$ cat src/rtl/mm_core_scheduler_pkg.sv
// Shared types and status codes for the multi-core run scheduler.
package mm_sched_pkg;

  typedef enum logic [1:0] {
    S_IDLE,
    S_LAUNCH,
    S_RUN,
    S_DONE
  } state_t;

  localparam logic [1:0] ST_IDLE = 2'b00;
  localparam logic [1:0] ST_GO   = 2'b01;

endpackage

$ cat src/rtl/mm_core_scheduler_if.sv
// Per-core memory request bus plus the shared RAM port seen by the scheduler.
interface mm_core_scheduler_if #(
  parameter int NCORES = 4,
  parameter int AW     = 16,
  parameter int DW     = 8
);
  logic [NCORES-1:0]    req;
  logic [NCORES-1:0]    req_we;
  logic [NCORES*AW-1:0] req_addr;
  logic [NCORES*DW-1:0] req_wdata;
  logic [NCORES-1:0]    gnt;
  logic [NCORES-1:0]    rvalid;
  logic [DW-1:0]        rdata;
  logic                 mem_en;
  logic                 mem_we;
  logic [AW-1:0]        mem_addr;
  logic [DW-1:0]        mem_wdata;
  logic [DW-1:0]        mem_rdata;

  modport slave (
    input  req, req_we, req_addr, req_wdata, mem_rdata,
    output gnt, rvalid, rdata, mem_en, mem_we, mem_addr, mem_wdata
  );

  modport master (
    output req, req_we, req_addr, req_wdata, mem_rdata,
    input  gnt, rvalid, rdata, mem_en, mem_we, mem_addr, mem_wdata
  );
endinterface

$ cat src/rtl/mm_core_scheduler_rr_arbiter.sv
// Round-robin arbiter: lowest requesting index at or above ptr wins, with wrap.
module rr_arbiter
  import mm_sched_pkg::*;
#(
  parameter int N = 4
) (
  input  logic         clk,
  input  logic         rst_n,
  input  logic [N-1:0] req,
  input  logic         en,
  output logic [N-1:0] gnt
);
  localparam int PW = (N > 1) ? $clog2(N) : 1;

  logic [PW-1:0] ptr;
  logic [PW-1:0] win;
  logic [PW-1:0] idx;
  logic          hit;

  always_comb begin
    gnt = '0;
    win = '0;
    idx = '0;
    hit = 1'b0;
    for (int unsigned i = 0; i < N; i++) begin
      idx = PW'((32'(ptr) + i) % N);
      if (en && !hit && req[idx]) begin
        hit      = 1'b1;
        gnt[idx] = 1'b1;
        win      = idx;
      end
    end
  end

  always_ff @(posedge clk or negedge rst_n) begin
    if (!rst_n) begin
      ptr <= '0;
    end else if (hit) begin
      ptr <= (win == PW'(N - 1)) ? '0 : win + 1'b1;
    end
  end

endmodule

$ cat src/rtl/mm_core_scheduler.sv
// Run sequencer for the processor cores plus round-robin sharing of the data RAM port.
module mm_core_scheduler
  import mm_sched_pkg::*;
#(
  parameter int                NCORES  = 4,
  parameter int                AW      = 16,
  parameter int                DW      = 8,
  parameter int                TO_W    = 20,
  parameter logic [TO_W-1:0]   TIMEOUT = 20'd1000000
) (
  input  logic                  clk,
  input  logic                  rst_n,
  input  logic                  start,
  input  logic [NCORES-1:0]     core_mask,
  output logic                  busy,
  output logic                  done,
  output logic                  timeout,
  output logic [2*NCORES-1:0]   core_status,
  input  logic [NCORES-1:0]     core_end,
  mm_core_scheduler_if.slave    bus
);
  localparam logic [TO_W-1:0] TO_LAST = TIMEOUT - 1'b1;

  state_t            state, state_nxt;
  logic [NCORES-1:0] mask_q, seen, seen_nxt;
  logic [TO_W-1:0]   cnt;
  logic [NCORES-1:0] gnt, rvalid_q;
  logic              all_seen;
  logic              mem_we_c;
  logic [AW-1:0]     mem_addr_c;
  logic [DW-1:0]     mem_wdata_c;

  assign seen_nxt = seen | (core_end & mask_q);
  assign all_seen = (seen_nxt == mask_q);

  always_ff @(posedge clk or negedge rst_n) begin
    if (!rst_n) state <= S_IDLE;
    else        state <= state_nxt;
  end

  always_comb begin
    state_nxt = state;
    unique case (state)
      S_IDLE:   if (start) state_nxt = (|core_mask) ? S_LAUNCH : S_DONE;
      S_LAUNCH: state_nxt = S_RUN;
      S_RUN:    if (all_seen || cnt == TO_LAST) state_nxt = S_DONE;
      S_DONE:   state_nxt = S_IDLE;
      default:  state_nxt = S_IDLE;
    endcase
  end

  always_comb begin
    busy        = (state == S_LAUNCH) || (state == S_RUN);
    done        = (state == S_DONE);
    core_status = '0;
    for (int unsigned i = 0; i < NCORES; i++) begin
      core_status[2*i +: 2] = (state == S_LAUNCH && mask_q[i]) ? ST_GO : ST_IDLE;
    end
  end

  // Completion is tested before expiry so a final core_end on the last cycle is not an abort.
  always_ff @(posedge clk or negedge rst_n) begin
    if (!rst_n) begin
      mask_q   <= '0;
      seen     <= '0;
      timeout  <= 1'b0;
      cnt      <= '0;
      rvalid_q <= '0;
    end else begin
      rvalid_q <= gnt & ~bus.req_we;
      if (state == S_IDLE && start) begin
        mask_q  <= core_mask;
        seen    <= '0;
        timeout <= 1'b0;
      end
      if (state == S_LAUNCH) begin
        cnt <= '0;
      end else if (state == S_RUN) begin
        seen <= seen_nxt;
        if (cnt != '1) cnt <= cnt + 1'b1;
        if (!all_seen && cnt == TO_LAST) timeout <= 1'b1;
      end
    end
  end

  rr_arbiter #(.N(NCORES)) u_arb (
    .clk   (clk),
    .rst_n (rst_n),
    .req   (bus.req & mask_q),
    .en    (state == S_RUN),
    .gnt   (gnt)
  );

  always_comb begin
    mem_we_c    = 1'b0;
    mem_addr_c  = '0;
    mem_wdata_c = '0;
    for (int unsigned k = 0; k < NCORES; k++) begin
      if (gnt[k]) begin
        mem_we_c    = bus.req_we[k];
        mem_addr_c  = bus.req_addr[k*AW +: AW];
        mem_wdata_c = bus.req_wdata[k*DW +: DW];
      end
    end
  end

  assign bus.gnt       = gnt;
  assign bus.mem_en    = |gnt;
  assign bus.mem_we    = mem_we_c;
  assign bus.mem_addr  = mem_addr_c;
  assign bus.mem_wdata = mem_wdata_c;
  assign bus.rvalid    = rvalid_q;
  assign bus.rdata     = bus.mem_rdata;

endmodule

$ cat src/flat_wrapper.sv
// flat-port wrapper written by rule: the top's interface ports become plain ports
module mm_core_scheduler_flat import mm_sched_pkg::*;
#(
  parameter int                NCORES  = 4,
  parameter int                AW      = 16,
  parameter int                DW      = 8,
  parameter int                TO_W    = 20,
  parameter logic [TO_W-1:0]   TIMEOUT = 20'd1000000
)
  (clk, rst_n, start, core_mask, busy, done, timeout, core_status, core_end, bus_req, bus_req_we, bus_req_addr, bus_req_wdata, bus_mem_rdata, bus_gnt, bus_rvalid, bus_rdata, bus_mem_en, bus_mem_we, bus_mem_addr, bus_mem_wdata);
  mm_core_scheduler_if #(.NCORES(NCORES), .AW(AW), .DW(DW)) bus_i ();
  input  logic clk;
  input  logic rst_n;
  input  logic start;
  input  logic [NCORES-1:0] core_mask;
  output logic busy;
  output logic done;
  output logic timeout;
  output logic [2*NCORES-1:0] core_status;
  input  logic [NCORES-1:0] core_end;
  input wire logic [$bits(bus_i.req)-1:0] bus_req;
  input wire logic [$bits(bus_i.req_we)-1:0] bus_req_we;
  input wire logic [$bits(bus_i.req_addr)-1:0] bus_req_addr;
  input wire logic [$bits(bus_i.req_wdata)-1:0] bus_req_wdata;
  input wire logic [$bits(bus_i.mem_rdata)-1:0] bus_mem_rdata;
  output wire logic [$bits(bus_i.gnt)-1:0] bus_gnt;
  output wire logic [$bits(bus_i.rvalid)-1:0] bus_rvalid;
  output wire logic [$bits(bus_i.rdata)-1:0] bus_rdata;
  output wire logic [$bits(bus_i.mem_en)-1:0] bus_mem_en;
  output wire logic [$bits(bus_i.mem_we)-1:0] bus_mem_we;
  output wire logic [$bits(bus_i.mem_addr)-1:0] bus_mem_addr;
  output wire logic [$bits(bus_i.mem_wdata)-1:0] bus_mem_wdata;
  assign bus_i.req = bus_req;
  assign bus_i.req_we = bus_req_we;
  assign bus_i.req_addr = bus_req_addr;
  assign bus_i.req_wdata = bus_req_wdata;
  assign bus_i.mem_rdata = bus_mem_rdata;
  assign bus_gnt = bus_i.gnt;
  assign bus_rvalid = bus_i.rvalid;
  assign bus_rdata = bus_i.rdata;
  assign bus_mem_en = bus_i.mem_en;
  assign bus_mem_we = bus_i.mem_we;
  assign bus_mem_addr = bus_i.mem_addr;
  assign bus_mem_wdata = bus_i.mem_wdata;
  mm_core_scheduler #(.NCORES(NCORES), .AW(AW), .DW(DW), .TO_W(TO_W), .TIMEOUT(TIMEOUT)) u_core (.clk(clk), .rst_n(rst_n), .start(start), .core_mask(core_mask), .busy(busy), .done(done), .timeout(timeout), .core_status(core_status), .core_end(core_end), .bus(bus_i));
endmodule
$ cat config.mk
export PLATFORM = sky130hd
export DESIGN_NAME = mm_core_scheduler_flat
export DESIGN_NICKNAME = d
export VERILOG_FILES = /design/src/rtl/mm_core_scheduler_pkg.sv /design/src/rtl/mm_core_scheduler_if.sv /design/src/rtl/mm_core_scheduler_rr_arbiter.sv /design/src/rtl/mm_core_scheduler.sv /design/src/flat_wrapper.sv
export SDC_FILE = /design/constraint.sdc
export NUM_CORES = 1
export LEC_CHECK = 0
export BUFFER_PORTS_ARGS = -buffer_cell sky130_fd_sc_hd__buf_4
export CORE_UTILIZATION = 25
export CTS_BUF_LIST = sky130_fd_sc_hd__clkbuf_4
export DETAILED_ROUTE_END_ITERATION = 8
export GPL_TIMING_DRIVEN = 0
export PLACE_DENSITY = 0.49
export SKIP_LAST_GASP = 1
export SLEW_MARGIN = 0
export SYNTH_ARGS = -nofsm -noshare
export SYNTH_HDL_FRONTEND = slang
export SYNTH_SLANG_ARGS = --single-unit
$ cat constraint.sdc
create_clock -name clk -period 4.3 [get_ports clk]
set_clock_uncertainty 0.15 [all_clocks]
set_input_delay 0.43 -clock clk [delete_from_list [all_inputs] [get_ports clk]]
set_output_delay 0.43 -clock clk [all_outputs]
set_load 0.005 [all_outputs]
==> results_dict.tcl <==
set metrics [dict create \
    synth_area_per_cell_sq_um 8.02 \
    clk_path_buf_depth 2 \
    n_antenna_cell 0 \
    ioPinCount 176 \
    p_comb_frac 0.727 \
    timing_worst_setup_path_type "reg -> out" \
    crit_family "buffers and inverters" \
    first_iter_violations 205 \
    track_usage 0.167 \
    viasPerCell 4.92 \
    cp_num_cells 11 \
    worst-path-max-fanout 10 \
    hp-class "in -> reg" \
    nets 716 \
    synth_ff_type "dfrtp_1" \
    gp_congestion 0.835 \
    drv_cap 0 \
    root_buffer "clkbuf_4" \
    ir_worst_vdd_mv 0.202 \
    power.leakage_uw 0.00223 \
    hold_violations 0 \
    seq_power_share 0.173 \
    cp_slowest_cell "mux4_2" \
    die-height_um 116 \
    ys_async_sr_fraction 1.00 \
    worst_pin_slew_ps 782 \
    grt_pass1_vias 3422 \
    grt_first_pass_wirelength_um 17700 \
    rows 41 \
    chipWidth_um 116 \
    r2r_cells 9 \
    clk_latency_ps 340 \
    syn_area_sq_um 3260 \
    path_clk_slew_ps 120 \
    holdPathStages 2 \
    fmaxAchievable_mhz 245 \
    cts_sinks 37 \
    status "finished, final reports clean" \
    drc_errors 0 \
    yosysSeqAreaShare 0.284 \
    wl_per_cell_um 15.9 \
    critPathMaxStageDelay_ps 580 \
    crit_buf_inv 4 \
    intPower_uw 1670 \
    h-tree-depth 2 \
    first_pass_iters 4 \
    synthToLayoutAreaGrowth_pct 49.7 \
    synth-seq-cells 37 \
    rsz0062_at_grt "false" \
    ant_nets 0 \
    worstPathArrival_ps 3500 \
    drv_slew 0 \
    cp-start-kind "flop" \
    antenna_found_initial 0 \
    layout.cells.non_filler 754 \
    synth-edff-count 0 \
    p_clk_frac 0.101 \
    hpwl_um 9330 \
    cts_buffers 5 \
    wl_um 12000 \
    synthCells 407 \
    core_area_sq_um 12700 \
    swShare 0.448 \
    port_buffers 163 \
    powerDensity_nw_per_um2 618 \
    grt_max_degree 38 \
    holdWs_ps 81.3 \
    cp_cell_sequence "clkbuf_2 > inv_4 > ha_4 > mux4_2 > and3_4 > a211oi_2 > o22a_4 > clkbuf_1 > o21ai_0 > o21ai_1 > buf_4" \
    yosysUniqueCellTypes 57 \
    p_sw_uw 1350 \
    overflow 0 \
    ys_warn_count 0 \
    drive_above_1_share 0.380 \
    finalCritPeriodShare 0.949 \
    dp_cells 745 \
    period_minus_slack_ps 4080 \
    setup_violations 0 \
    vias 3708 \
    r2r_slack_ps 1300 \
    start_util 0.258 \
    required_ps 3720 \
    dieArea_sq_um 13500 \
    cts_tree "built" \
    end_kind "primary output" \
    slew_headroom 0.472 \
]
==> what timing repair did <==
action | CTS | global route
setup endpoints to repair | 27 | 20
resized for setup | 6 | 7
setup buffers | 1 | 0
hold endpoints to repair | 37 | 0
hold buffers | 1 | 0
==> metrics by stage <==
stage | instance area (sq um) | total power (uW) | TNS, ps | setup WS [ps] | utilization
floorplan | 3270 | 1800 | 0 | 630 | -
global placement | 4710 | 2640 | -1330 | -160 | 0.372
detailed placement | 4710 | 2660 | -2080 | -189 | 0.372
CTS | 4860 | 3020 | 0 | 79.2 | 0.384
global route | 4880 | 3300 | 0 | 0.389 | 0.385
finish | 4880 | 3020 | 0 | 221 | 0.385
==> layer usage <==
metal	track usage	part of all wire	up-vias	wire (um)
met5	0	0	-	0
met4	0.0436	0.0086	0	103
met3	0.0223	0.036	8	433
met2	0.280	0.52	88	6240
met1	0.226	0.43	1772	5200
li1	-	-	1840	-
==> cell families after synthesis <==
group / Yosys count / synth area share
multiplexers: 12 / 0.0575
flip-flops: 37 / 0.284
adder cells (fa/ha/maj): 12 / 0.0460
other: 1 / 0.00115
XOR/XNOR: 13 / 0.0349
AND/OR/NAND/NOR: 141 / 0.209
AO/OA/AOI/OAI: 139 / 0.285
buffers and inverters: 52 / 0.0824
==> final cells by class <==
type | instances | area, sq um
clock inverter | 3 | 65.1
fill | 1325 | 7790
tap | 172 | 215
timing repair buffer | 165 | 1240
inverter | 15 | 61.3
buffer | 36 | 210
multi-input combinational | 321 | 2130
clock buffer | 5 | 37.5
sequential | 37 | 927
==> final timing paths <==
kind / endpoint / from
min in group asynchronous: u_core.cnt[9] / rst_n
hold reg to reg: u_core.cnt[1] / u_core.cnt[1]
max in group asynchronous: u_core.u_arb.ptr[1] / rst_n
hold / removal: u_core.bus.rvalid[0] / bus_req_we[0]
setup reg to reg: u_core.bus.rvalid[1] / u_core.u_arb.ptr[1]
setup / recovery: bus_mem_wdata[4] / u_core.u_arb.ptr[0]
==> power by group through the flow <==
stage | combinational (uW) | sequential (uW) | clock [uW]
2_1_floorplan | 1290 | 508 | 0
3_3_place_gp | 2120 | 528 | 0
3_5_place_dp | 2130 | 532 | 0
4_1_cts | 2190 | 519 | 312
5_1_grt | 2430 | 535 | 328
6_report | 2190 | 520 | 303
==> synthesized netlist by cell type (7+ instances only) <==
| cell | instances | area, sq um |
|---|---|---|
| nand2_1 | 45 | 169 |
| o21ai_0 | 41 | 205 |
| dfrtp_1 | 37 | 926 |
| nor2_1 | 31 | 116 |
| a221oi_1 | 28 | 245 |
| o21ai_1 | 21 | 105 |
| nand3_1 | 17 | 85.1 |
| a21oi_1 | 15 | 75.1 |
| clkbuf_1 | 13 | 48.8 |
| buf_4 | 12 | 90.1 |
| ha_1 | 12 | 150 |
| inv_1 | 12 | 45.0 |
| and2_1 | 11 | 68.8 |
| buf_2 | 8 | 40.0 |
| xnor2_1 | 8 | 70.1 |
| nor3_1 | 7 | 35.0 |
==> state kept, by name (all words and copies together) (netlist names) <==
register           flops
u_core.cnt            20
u_core.bus.rvalid      4
u_core.state           2
u_core.u_arb.ptr       2
u_core.mask_q          4
u_core.seen            4
u_core.timeout         1
==> cells in the final DEF, fill, tap and decap left out, drive strengths merged, types with 5 or more instances in the layout <==
master	Yosys	final
nand2	45	45
nand3	17	17
xor2	5	5
xnor2	8	8
a21oi	15	15
buf	23	185
inv	14	15
a22oi	5	5
ha	12	12
nor2	31	31
dfrtp	37	37
or3	6	6
nor3	7	7
clkbuf	14	20
mux4	5	5
o21ai	62	62
a221oi	28	28
and2	12	12
Note: power is estimated with default switching activity, not from simulation.
